--- config.mk ---
export PLATFORM = sky130hd
export DESIGN_NAME = regfile_write_arbiter
export DESIGN_NICKNAME = d
export VERILOG_FILES = /design/src/rtl/regfile_write_arbiter.sv
export SDC_FILE = /design/constraint.sdc
export NUM_CORES = 1
export LEC_CHECK = 0
export BUFFER_PORTS_ARGS = -buffer_cell sky130_fd_sc_hd__buf_4
export CAP_MARGIN = 20
export CORE_ASPECT_RATIO = 0.75
export CORE_MARGIN = 2
export CORE_UTILIZATION = 40
export CTS_CLUSTER_DIAMETER = 200
export DETAILED_ROUTE_END_ITERATION = 12
export HOLD_SLACK_MARGIN = 0.03
export MAX_ROUTING_LAYER = met4
export PLACE_DENSITY = 0.84
export SYNTH_ARGS = -nofsm -noshare
export SYNTH_HDL_FRONTEND = slang
export SYNTH_SLANG_ARGS = --single-unit
--- constraint.sdc ---
create_clock -name clk -period 3.65 [get_ports clk]
set_input_delay 0.5475 -clock clk [delete_from_list [all_inputs] [get_ports clk]]
set_output_delay 0.5475 -clock clk [all_outputs]
set_load 0.005 [all_outputs]
--- src/rtl/regfile_write_arbiter.sv ---
// Merges pipeline writebacks with multi-cycle unit results onto one register file write port.
// Define ARB_STARVE_EN to enable the loss counter, FORCE state and stall_req.
module regfile_write_arbiter #(
    parameter int STARVE_LIMIT = 4
) (
    input  logic        clk,
    input  logic        reset,
    input  logic        wb_valid,
    input  logic [4:0]  wb_address,
    input  logic [31:0] wb_data,
    input  logic        mc_valid,
    output logic        mc_ready,
    input  logic [4:0]  mc_address,
    input  logic [31:0] mc_data,
    output logic [4:0]  rd_address,
    output logic [31:0] rd_data,
    output logic        pending_valid,
    output logic [4:0]  pending_address,
    output logic        stall_req
);

    if (STARVE_LIMIT < 1 || STARVE_LIMIT > 15) begin : g_bad_limit
        $error("STARVE_LIMIT must be in 1..15");
    end

`ifdef ARB_STARVE_EN
    typedef enum logic [1:0] {ST_IDLE = 2'd0, ST_HELD = 2'd1, ST_FORCE = 2'd2} state_t;
`else
    typedef enum logic [1:0] {ST_IDLE = 2'd0, ST_HELD = 2'd1} state_t;
`endif

    state_t      r_state;
    state_t      w_state_next;
    logic [4:0]  r_buf_addr;
    logic [31:0] r_buf_data;

    logic w_buf_full;
    logic w_wb_win;
    logic w_mc_accept;
    logic w_drain;

    assign w_buf_full  = (r_state != ST_IDLE);
    assign w_wb_win    = wb_valid && (wb_address != 5'd0);
    assign mc_ready    = !w_buf_full && !reset;
    assign w_mc_accept = mc_valid && mc_ready;
    // A matching pipeline write is younger, so it retires the held entry too.
    assign w_drain     = w_buf_full && (!w_wb_win || (wb_address == r_buf_addr));

    always_comb begin
        rd_address = 5'd0;
        rd_data    = 32'd0;
        if (!reset) begin
            if (w_wb_win) begin
                rd_address = wb_address;
                rd_data    = wb_data;
            end else if (w_buf_full) begin
                rd_address = r_buf_addr;
                rd_data    = r_buf_data;
            end
        end
    end

    assign pending_valid   = w_buf_full;
    assign pending_address = w_buf_full ? r_buf_addr : 5'd0;

`ifdef ARB_STARVE_EN
    logic [3:0] r_loss_cnt;
    logic [3:0] w_cnt_next;
    logic [3:0] w_cnt_sat;
    logic       r_stall_req;

    assign w_cnt_sat = (r_loss_cnt == 4'hF) ? 4'hF : r_loss_cnt + 4'd1;
    assign stall_req = r_stall_req;

    always_comb begin
        w_state_next = r_state;
        w_cnt_next   = r_loss_cnt;
        case (r_state)
            ST_IDLE: begin
                if (w_mc_accept && (mc_address != 5'd0)) w_state_next = ST_HELD;
            end
            ST_HELD: begin
                if (w_drain) begin
                    w_state_next = ST_IDLE;
                    w_cnt_next   = 4'd0;
                end else if (w_cnt_sat >= 4'(STARVE_LIMIT)) begin
                    w_state_next = ST_FORCE;
                    w_cnt_next   = 4'd0;
                end else begin
                    w_cnt_next   = w_cnt_sat;
                end
            end
            ST_FORCE: begin
                if (w_drain) w_state_next = ST_IDLE;
            end
            default: w_state_next = ST_IDLE;
        endcase
    end

    always_ff @(posedge clk) begin
        if (reset) begin
            r_loss_cnt  <= 4'd0;
            r_stall_req <= 1'b0;
        end else begin
            r_loss_cnt  <= w_cnt_next;
            r_stall_req <= (w_state_next == ST_FORCE);
        end
    end
`else
    assign stall_req = 1'b0;

    always_comb begin
        w_state_next = r_state;
        case (r_state)
            ST_IDLE: begin
                if (w_mc_accept && (mc_address != 5'd0)) w_state_next = ST_HELD;
            end
            ST_HELD: begin
                if (w_drain) w_state_next = ST_IDLE;
            end
            default: w_state_next = ST_IDLE;
        endcase
    end
`endif

    always_ff @(posedge clk) begin
        if (reset) begin
            r_state    <= ST_IDLE;
            r_buf_addr <= 5'd0;
            r_buf_data <= 32'd0;
        end else begin
            r_state <= w_state_next;
            if (w_mc_accept && (mc_address != 5'd0)) begin
                r_buf_addr <= mc_address;
                r_buf_data <= mc_data;
            end else if (w_drain) begin
                r_buf_addr <= 5'd0;
            end
        end
    end

endmodule

==> summary.md, run 1 <==
| Metric | Value |
|---|---|
| Status | finished clean |
| Clock tree from TritonCTS | yes |
| Max-slew violation total from the final report | 0 |
| Largest net degree at the start of global routing | 78 |
| First DRT Iteration DRCs | 128 |
| TritonCTS sink count | 38 |
| Area of all placed cells without fillers | ~0.0031 mm2 |
| Register bit count reported by yosys | 38 |
| Worst voltage drop across the vdd grid | ~220 uV |
| Cell area reported after detailed placement | a little under 0.003 mm2 |
| Sequential share of power | between 40% and 50% |
| Switching share of power | roughly 25% |
| Core Box Area | between 0.004 and 0.005 mm2 |
| Maximum fanout encountered on the critical timing path | 21 |
| Overall global routing resource usage | approximately 22% |
| Number of nets produced by synthesis | between 300 and 400 |
| CTS Root Buffer Type | clkbuf_8 |
| Width of the die | between 80 and 90 um |
| Critical Path Slowest Stage Cell | or4_4 |
| Vias | 2472 |
| DR WL/cell | 12.7 um |
| Fraction of registers with async set or reset after synthesis | 0% |
| Worst Setup End Kind | output port |
| Multi-input combinational cell area | ~0.0012 mm2 |
| Post-synthesis sequential area ratio | 36.7% |
| Effective utilization at floorplan | around two fifths |
| Internal power | between 0.7 and 0.8 mW |
| Count of fill cells added during filler insertion | 470 |
| Vias per cell | about 5 |
| Number of synthesis warnings | 0 |
| Maximum count of clock buffers along a single path | 2 |
| Worst min-delay path category | flip-flop to flip-flop |
| Final layout net count | 497 |
| Combinational group share of total power | 21.1% |
| Count of maximum capacitance violations | 0 |
| Number of library cell types mapped by synthesis | 22 |
| Antenna-violating nets left | 0 |
| Floorplan die height | 66.4 um |
| Main synth FF type | dfxtp_1 |
| Count of port buffers added during placement | 121 |
| Netlist area before placement | a little over 0.002 mm2 |
| Power density over the cells | ~330 mW/mm2 |
| Kind of start point of the critical path | primary input |
| Number of buffers inserted to repair setup after CTS | 0 |
| Grt ovf | 0 |
| Critical path, cell by cell | buf_4 > or4_4 > o21a_1 > buf_8 > nand2_1 > a21oi_1 > buf_4 |
| Area added between synthesis and finish | 48.0% |
| Routability-driven placement congestion ratio | roughly 0.81 |
| Post-layout minimum cycle time | about 2.7 ns |
| Transition at the pin with the smallest max-transition slack | about 0.74 ns |
| Setup repair after global routing missed its margin | false |
| Number of buffers inserted during clock tree synthesis | 5 |
| CP max stage delay | between 0.5 and 0.6 ns |
| Synth Area per Inst | approximately 6.6 um2 |
| Overall routed net length | slightly above 6 mm |
| Number of instances in the synthesized netlist | 312 |
| Number of antenna violations at the first check in global routing | 0 |
| Hold buffers post-CTS | 0 |
| Setup-violating endpoint count in the final report | 0 |
| Final period util | 73.2% |
| Area of the die | 0.00578 mm2 |
| Via count of the first global-routing pass | between 2000 and 2500 |
| Number of flops mapped to enable cells by yosys | 0 |
| Core Util, Final | 61.9% |
| Register Area | 761 um2 |
| Clock share of power | ~34% |
| Max-Slew Margin vs Limit | approximately half |
| Leakage component of the power | 1.31 nW |
| Antenna diodes | 0 |
| Clock skew after layout | around 0.0055 ns |
| Final count of hold timing violations | 0 |
| Resized Gates After CTS | 0 |
| Arrival time at the worst endpoint | ~2.1 ns |
| Number of remaining DRC errors | 0 |
| Number of I/O pins | between 100 and 150 |
| Dominant cell type by count on the critical path | buf_4 |
| WS Path Type | primary input to output port |
| Level count of the clock H-tree | 2 |
| CTS clk-pin slew, worst paths | roughly 0.070 ns |
| First-pass GRT wire length | between 10 and 15 mm |
| Required time of the critical path | 3.10 ns |
| Fraction of layout cells with a size suffix above 1 | 32.6% |
| Maximum clock rate | between 300 and 400 MHz |
| Switching pwr | approximately 0.25 mW |
| Clock latency at the later pin of the worst-skew pair | 0.28 ns |
| Setup Total Neg Slack | 0 ns |
| Detailed-router iteration count before antenna repair | 4 |
| HPWL Detailed | 4.37 mm |
| Row count | 22 |
| Total design power | around 1.0 mW |
power groups by stage:
| stage | clock network (mW) | logic [mW] | registers [mW] |
|---|---|---|---|
| after floorplan | 0 | 0.104 | 0.455 |
| after global placement | 0 | 0.207 | 0.459 |
| after detailed placement | 0 | 0.211 | 0.460 |
| after CTS | 0.350 | 0.211 | 0.450 |
| after global routing | 0.370 | 0.236 | 0.453 |
| final | 0.341 | 0.212 | 0.451 |
cell usage in the layout (no fill, tap or decap):
| cell | netlist | final |
|---|---|---|
| or4_1 | 1 | 1 |
| nor3b_2 | 1 | 1 |
| o21ai_2 | 1 | 2 |
| buf_4 | 2 | 126 |
| nand2_1 | 112 | 112 |
| a21oi_1 | 70 | 70 |
| or4_4 | 1 | 1 |
| o211ai_1 | 1 | 1 |
| xnor2_1 | 5 | 5 |
| clkbuf_1 | 17 | 2 |
| conb_1 | 1 | 1 |
| clkbuf_8 | 0 | 5 |
| o21ai_0 | 5 | 5 |
| nand3_1 | 34 | 34 |
| nand3b_1 | 5 | 5 |
| bufinv_16 | 0 | 1 |
| nor2_1 | 1 | 1 |
| o2bb2ai_1 | 1 | 1 |
| o21a_1 | 2 | 2 |
| dfxtp_1 | 38 | 38 |
| buf_8 | 0 | 1 |
| and2_1 | 5 | 5 |
critical path, delay by kind of cell:
| family | cells | cell delay (ns) |
|---|---|---|
| simple gates | 2 | 0.62 |
| buf+inv | 3 | 0.54 |
| compound gates | 2 | 0.41 |
kinds of logic after synthesis:
family | Yosys count | share of synthesized area [%]
AO/OA/AOI/OAI | 81 | 20.3
other | 1 | 0.181
flip-flops | 38 | 36.7
AND/OR/NAND/NOR | 160 | 33.5
XOR/XNOR | 5 | 2.11
buffers and inverters | 27 | 7.24
Yosys cell counts (2+ instances only):
master | number | share of area [%]
and2_1 | 5 | 1.5
buf_6 | 5 | 2.7
buf_2 | 3 | 0.72
a21oi_1 | 70 | 17
dfxtp_1 | 38 | 37
buf_4 | 2 | 0.72
o21ai_0 | 5 | 1.2
o21a_1 | 2 | 0.72
nand3b_1 | 5 | 1.8
xnor2_1 | 5 | 2.1
clkbuf_1 | 17 | 3.1
nand2_1 | 112 | 20
nand3_1 | 34 | 8.2
final timing paths:
path	cells after the start	slack [ns]	from	endpoint
hold / removal	2	0.46	r_buf_data[11]	r_buf_data[11]
setup reg to reg	6	1.50	r_state[0]	r_buf_data[24]
setup / recovery	7	0.98	wb_address[3]	rd_data[12]
hold reg to reg	2	0.46	r_buf_data[11]	r_buf_data[11]
area by class of cell:
| class | instances | area share, % |
|---|---|---|
| Clock buffer | 7 | 2.49 |
| Clock inverter | 1 | 0.978 |
| Multi-Input combinational cell | 247 | 38.0 |
| Sequential cell | 38 | 24.8 |
| Tap cell | 60 | 2.45 |
| Timing Repair Buffer | 127 | 31.3 |
sequential cells by signal, summed over array words and instances, names as in the netlist:
register    flops
r_buf_data     32
r_buf_addr      5
r_state         1
metrics by stage:
| stage | worst slack (ns) | std cells | hold WS (ns) |
|---|---|---|---|
| after floorplan | 1.38 | 312 | 0.437 |
| after global placement | 0.850 | 471 | 0.442 |
| after detailed placement | 0.803 | 471 | 0.447 |
| after CTS | 0.800 | 479 | 0.457 |
| after global routing | 0.873 | 480 | 0.478 |
| final | 0.977 | 480 | 0.455 |
routing by layer:
metal | up-vias | GRT usage, % | routed length [um]
met5 | - | - | 0
met4 | 0 | 5.19 | 19
met3 | 2 | 4.87 | 512
met2 | 108 | 38.3 | 2940
met1 | 1110 | 26.5 | 2620
li1 | 1252 | - | -
Power figures use the tool's default switching activity.
==> run 2: changes to the inputs <==
==> constraint.sdc (replaced) <==
create_clock -name clk -period 2.6 [get_ports clk]
set_input_delay 0.39 -clock clk [delete_from_list [all_inputs] [get_ports clk]]
set_output_delay 0.39 -clock clk [all_outputs]
set_load 0.005 [all_outputs]
==> run 2 against run 1 <==
Net effect: flip-flop and latch count is the same; via count shrank 0.12%; register-to-register slack lost 0.45 ns; clock-buffer cell count shrank 1; design area grew 0.94%; critical path type unchanged; highest routed layer unchanged.
==> summary.md, run 2 (synthesis gave the netlist of run 1 again) <==
| Metric | Value |
|---|---|
| Commonest non-fill, non-tap cell in the layout | buf_4 |
| Critical path, cell by cell | buf_4 > or4_4 > o21ai_2 > buf_4 > nand3_1 > a21oi_1 > buf_4 |
| Number of buffers inserted to repair setup after CTS | 0 (unchanged) |
| Kind of start point of the critical path | primary input |
| Resized Gates After CTS | 0 (unchanged) |
| CTS Root Buffer Type | clkbuf_8 |
| Overall global routing resource usage | 22.0% (-0.11 points) |
| Sequential share of power | 44.0% (-0.9 points) |
| WS Path Type | primary input to output port |
| Via count of the first global-routing pass | 2287 (-1.8%) |
| Floorplan die height | 66.4 um (unchanged) |
| Final count of hold timing violations | 0 (unchanged) |
| Clock skew after layout | 0.00684 ns (+0.00131 ns) |
| Final period util | between 90% and 100% |
| Max FFs per register | 32 (unchanged) |
| Non-filler cells in the finished layout | 482 (+0.42%) |
| Crit. path cell count | 7 (unchanged) |
| Top reg by flops | r_buf_data |
| Setup-violating endpoint count in the final report | 0 (unchanged) |
| Area added between synthesis and finish | 49.4% |
| Count of port buffers added during placement | 121 (unchanged) |
| Power density over the cells | 462 mW/mm2 (+41%) |
| Count of cells along the worst hold path | 3 (+1) |
| Total design power | 1.43 mW (+43%) |
| Most frequent cells in the layout | buf_4 (129), nand2_1 (112), a21oi_1 (70) |
| Post-layout minimum cycle time | 2.35 ns |
| Internal power | 1.08 mW (+43%) |
| Core Box Area | 0.00495 mm2 (unchanged) |
| Effective utilization at floorplan | 41.8% (unchanged) |
| Antenna-violating nets left | 0 (unchanged) |
| CTS clk-pin slew, worst paths | 0.06 ns (about the same) |
| Number of remaining DRC errors | 0 (unchanged) |
| Status | finished clean |
| Max-slew violation total from the final report | 0 (unchanged) |
| Biggest registers after layout | r_buf_data (32), r_buf_addr (5), r_state (1) |
| Number of antenna violations at the first check in global routing | 0 (unchanged) |
| TritonCTS sink count | 38 (unchanged) |
| Routability-driven placement congestion ratio | 0.806 (-0.97%) |
| HPWL Detailed | 4.38 mm (+0.30%) |
| Largest net degree at the start of global routing | 77 (-1.3%) |
| Leakage component of the power | 1.33 nW (+1.4%) |
| DR WL/cell | 13.0 um (+2.2%) |
| Maximum count of clock buffers along a single path | 2 (unchanged) |
| Setup repair after global routing missed its margin | false |
| Number of buffer and inverter instances along the worst setup path | 3 (unchanged) |
| Maximum fanout encountered on the critical timing path | 20 (-4.8%) |
| Worst voltage drop across the vdd grid | 259 uV (+20%) |
| Overall routed net length | 6.25 mm (+2.6%) |
| Count of fill cells added during filler insertion | 497 (+5.7%) |
| Worst Setup End Kind | output port |
| Transition at the pin with the smallest max-transition slack | 0.723 ns (-0.0207 ns) |
| Antenna diodes | 0 (unchanged) |
| Vias per cell | 5.12 (-0.54%) |
| Switching share of power | 24.6% (-0.38 points) |
| Placed cell count | 474 (+0.64%) |
| Level count of the clock H-tree | 2 (unchanged) |
| Number of buffers inserted during clock tree synthesis | 5 (unchanged) |
| First-pass GRT wire length | 9.98 mm (-0.76%) |
| Setup Total Neg Slack | 0 ns (unchanged) |
| Grt ovf | 0 (unchanged) |
| Number of I/O pins | 123 (unchanged) |
| Switching pwr | 0.352 mW (+41%) |
| Area of the die | 0.00578 mm2 (unchanged) |
| CP max stage delay | 0.54 ns (about the same) |
| Worst-case reg-to-reg path depth | 5 (-1) |
| Clock share of power | 34.7% (+0.7 points) |
| Maximum clock rate | approximately 430 MHz |
| Clock tree from TritonCTS | yes |
| Clock latency at the later pin of the worst-skew pair | 0.28 ns (about the same) |
| Detailed-router iteration count before antenna repair | 4 (unchanged) |
| Fraction of layout cells with a size suffix above 1 | 33.4% (+0.79 points) |
| Max-Slew Margin vs Limit | 51.8% (+1.4 points) |
| Final layout net count | 500 (+0.60%) |
| Vias | 2469 (-0.12%) |
| Kind of cell with the highest combined delay on the critical path | simple AND/OR/NAND/NOR gates |
| Pre-CTS setup slack | 0.263 ns (-0.540 ns) |
| Critical Path Slowest Stage Cell | or4_4 |
| Row count | 22 (unchanged) |
| Fin worst setup slack | 0.249 ns (-0.729 ns) |
| Required time of the critical path | 2.21 ns (-0.89 ns) |
| Count of maximum capacitance violations | 0 (unchanged) |
| Dominant cell type by count on the critical path | buf_4 |
| Hold buffers post-CTS | 0 (unchanged) |
| Combinational group share of total power | 21.3% (+0.2 points) |
| Width of the die | 87.1 um (unchanged) |
| Worst min-delay path category | primary input to flip-flop |
| Arrival time at the worst endpoint | 1.96 ns (-0.17 ns) |
| First DRT Iteration DRCs | 120 (-6.3%) |
==> run 2: cell types whose count changed in the layout (fill, tap and decap cells not counted) <==
cell and delta:
buf_4 +3, clkbuf_1 -2, clkbuf_8 +1
==> run 2: stage by stage <==
stage                     hold slack [ns]  cell area, um2  utilization [%]
after detailed placement            0.449            2970             59.9
final                               0.327            3100             62.5
after floorplan                     0.437            2070                -
after global placement              0.442            2970             59.9
after CTS                           0.322            3080             62.2
after global routing                0.327            3100             62.5
==> run 2: worst reg2reg max path: cells and delay by family, from the launching register on <==
kind                   cells  cell delay [ns]
AOI/OAI and AO/OA          2             0.63
buffers and inverters      1             0.24
DFF                        1             0.32
and+or+nand+nor            2             0.30
==> run 2: metal layers <==
layer | wire (um) | track usage [%] | vias up
li1 | - | - | 1258
met1 | 2780 | 26.4 | 1109
met2 | 2970 | 38.3 | 94
met3 | 449 | 4.49 | 8
met4 | 60 | 5.19 | 0
met5 | 0 | - | -
==> run 2: layout make-up <==
class | instances | area [um2] | share of cell area (%)
Multi-Input combinational cell | 247 | 1170 | 37.6
Timing Repair Buffer | 130 | 983 | 31.7
Sequential cell | 38 | 761 | 24.6
Clock buffer | 6 | 82.6 | 2.67
Tap cell | 60 | 75.1 | 2.42
Clock inverter | 1 | 30.0 | 0.969
==> run 2: final timing paths <==
path / startpoint / endpoint / slack (ns)
min: mc_address[4] / r_buf_addr[4] / 0.33
max: wb_address[3] / rd_data[16] / 0.25
min reg2reg: r_buf_data[11] / r_buf_data[11] / 0.46
max reg2reg: r_state[0] / r_buf_data[28] / 1.05
==> run 2: power by group through the flow <==
| stage | combinational [mW] | sequential [mW] | clock [mW] |
|---|---|---|---|
| floorplan | 0.146 | 0.639 | 0 |
| global placement | 0.296 | 0.642 | 0 |
| detailed placement | 0.302 | 0.643 | 0 |
| CTS | 0.303 | 0.630 | 0.511 |
| global route | 0.339 | 0.634 | 0.536 |
| finish | 0.305 | 0.631 | 0.497 |
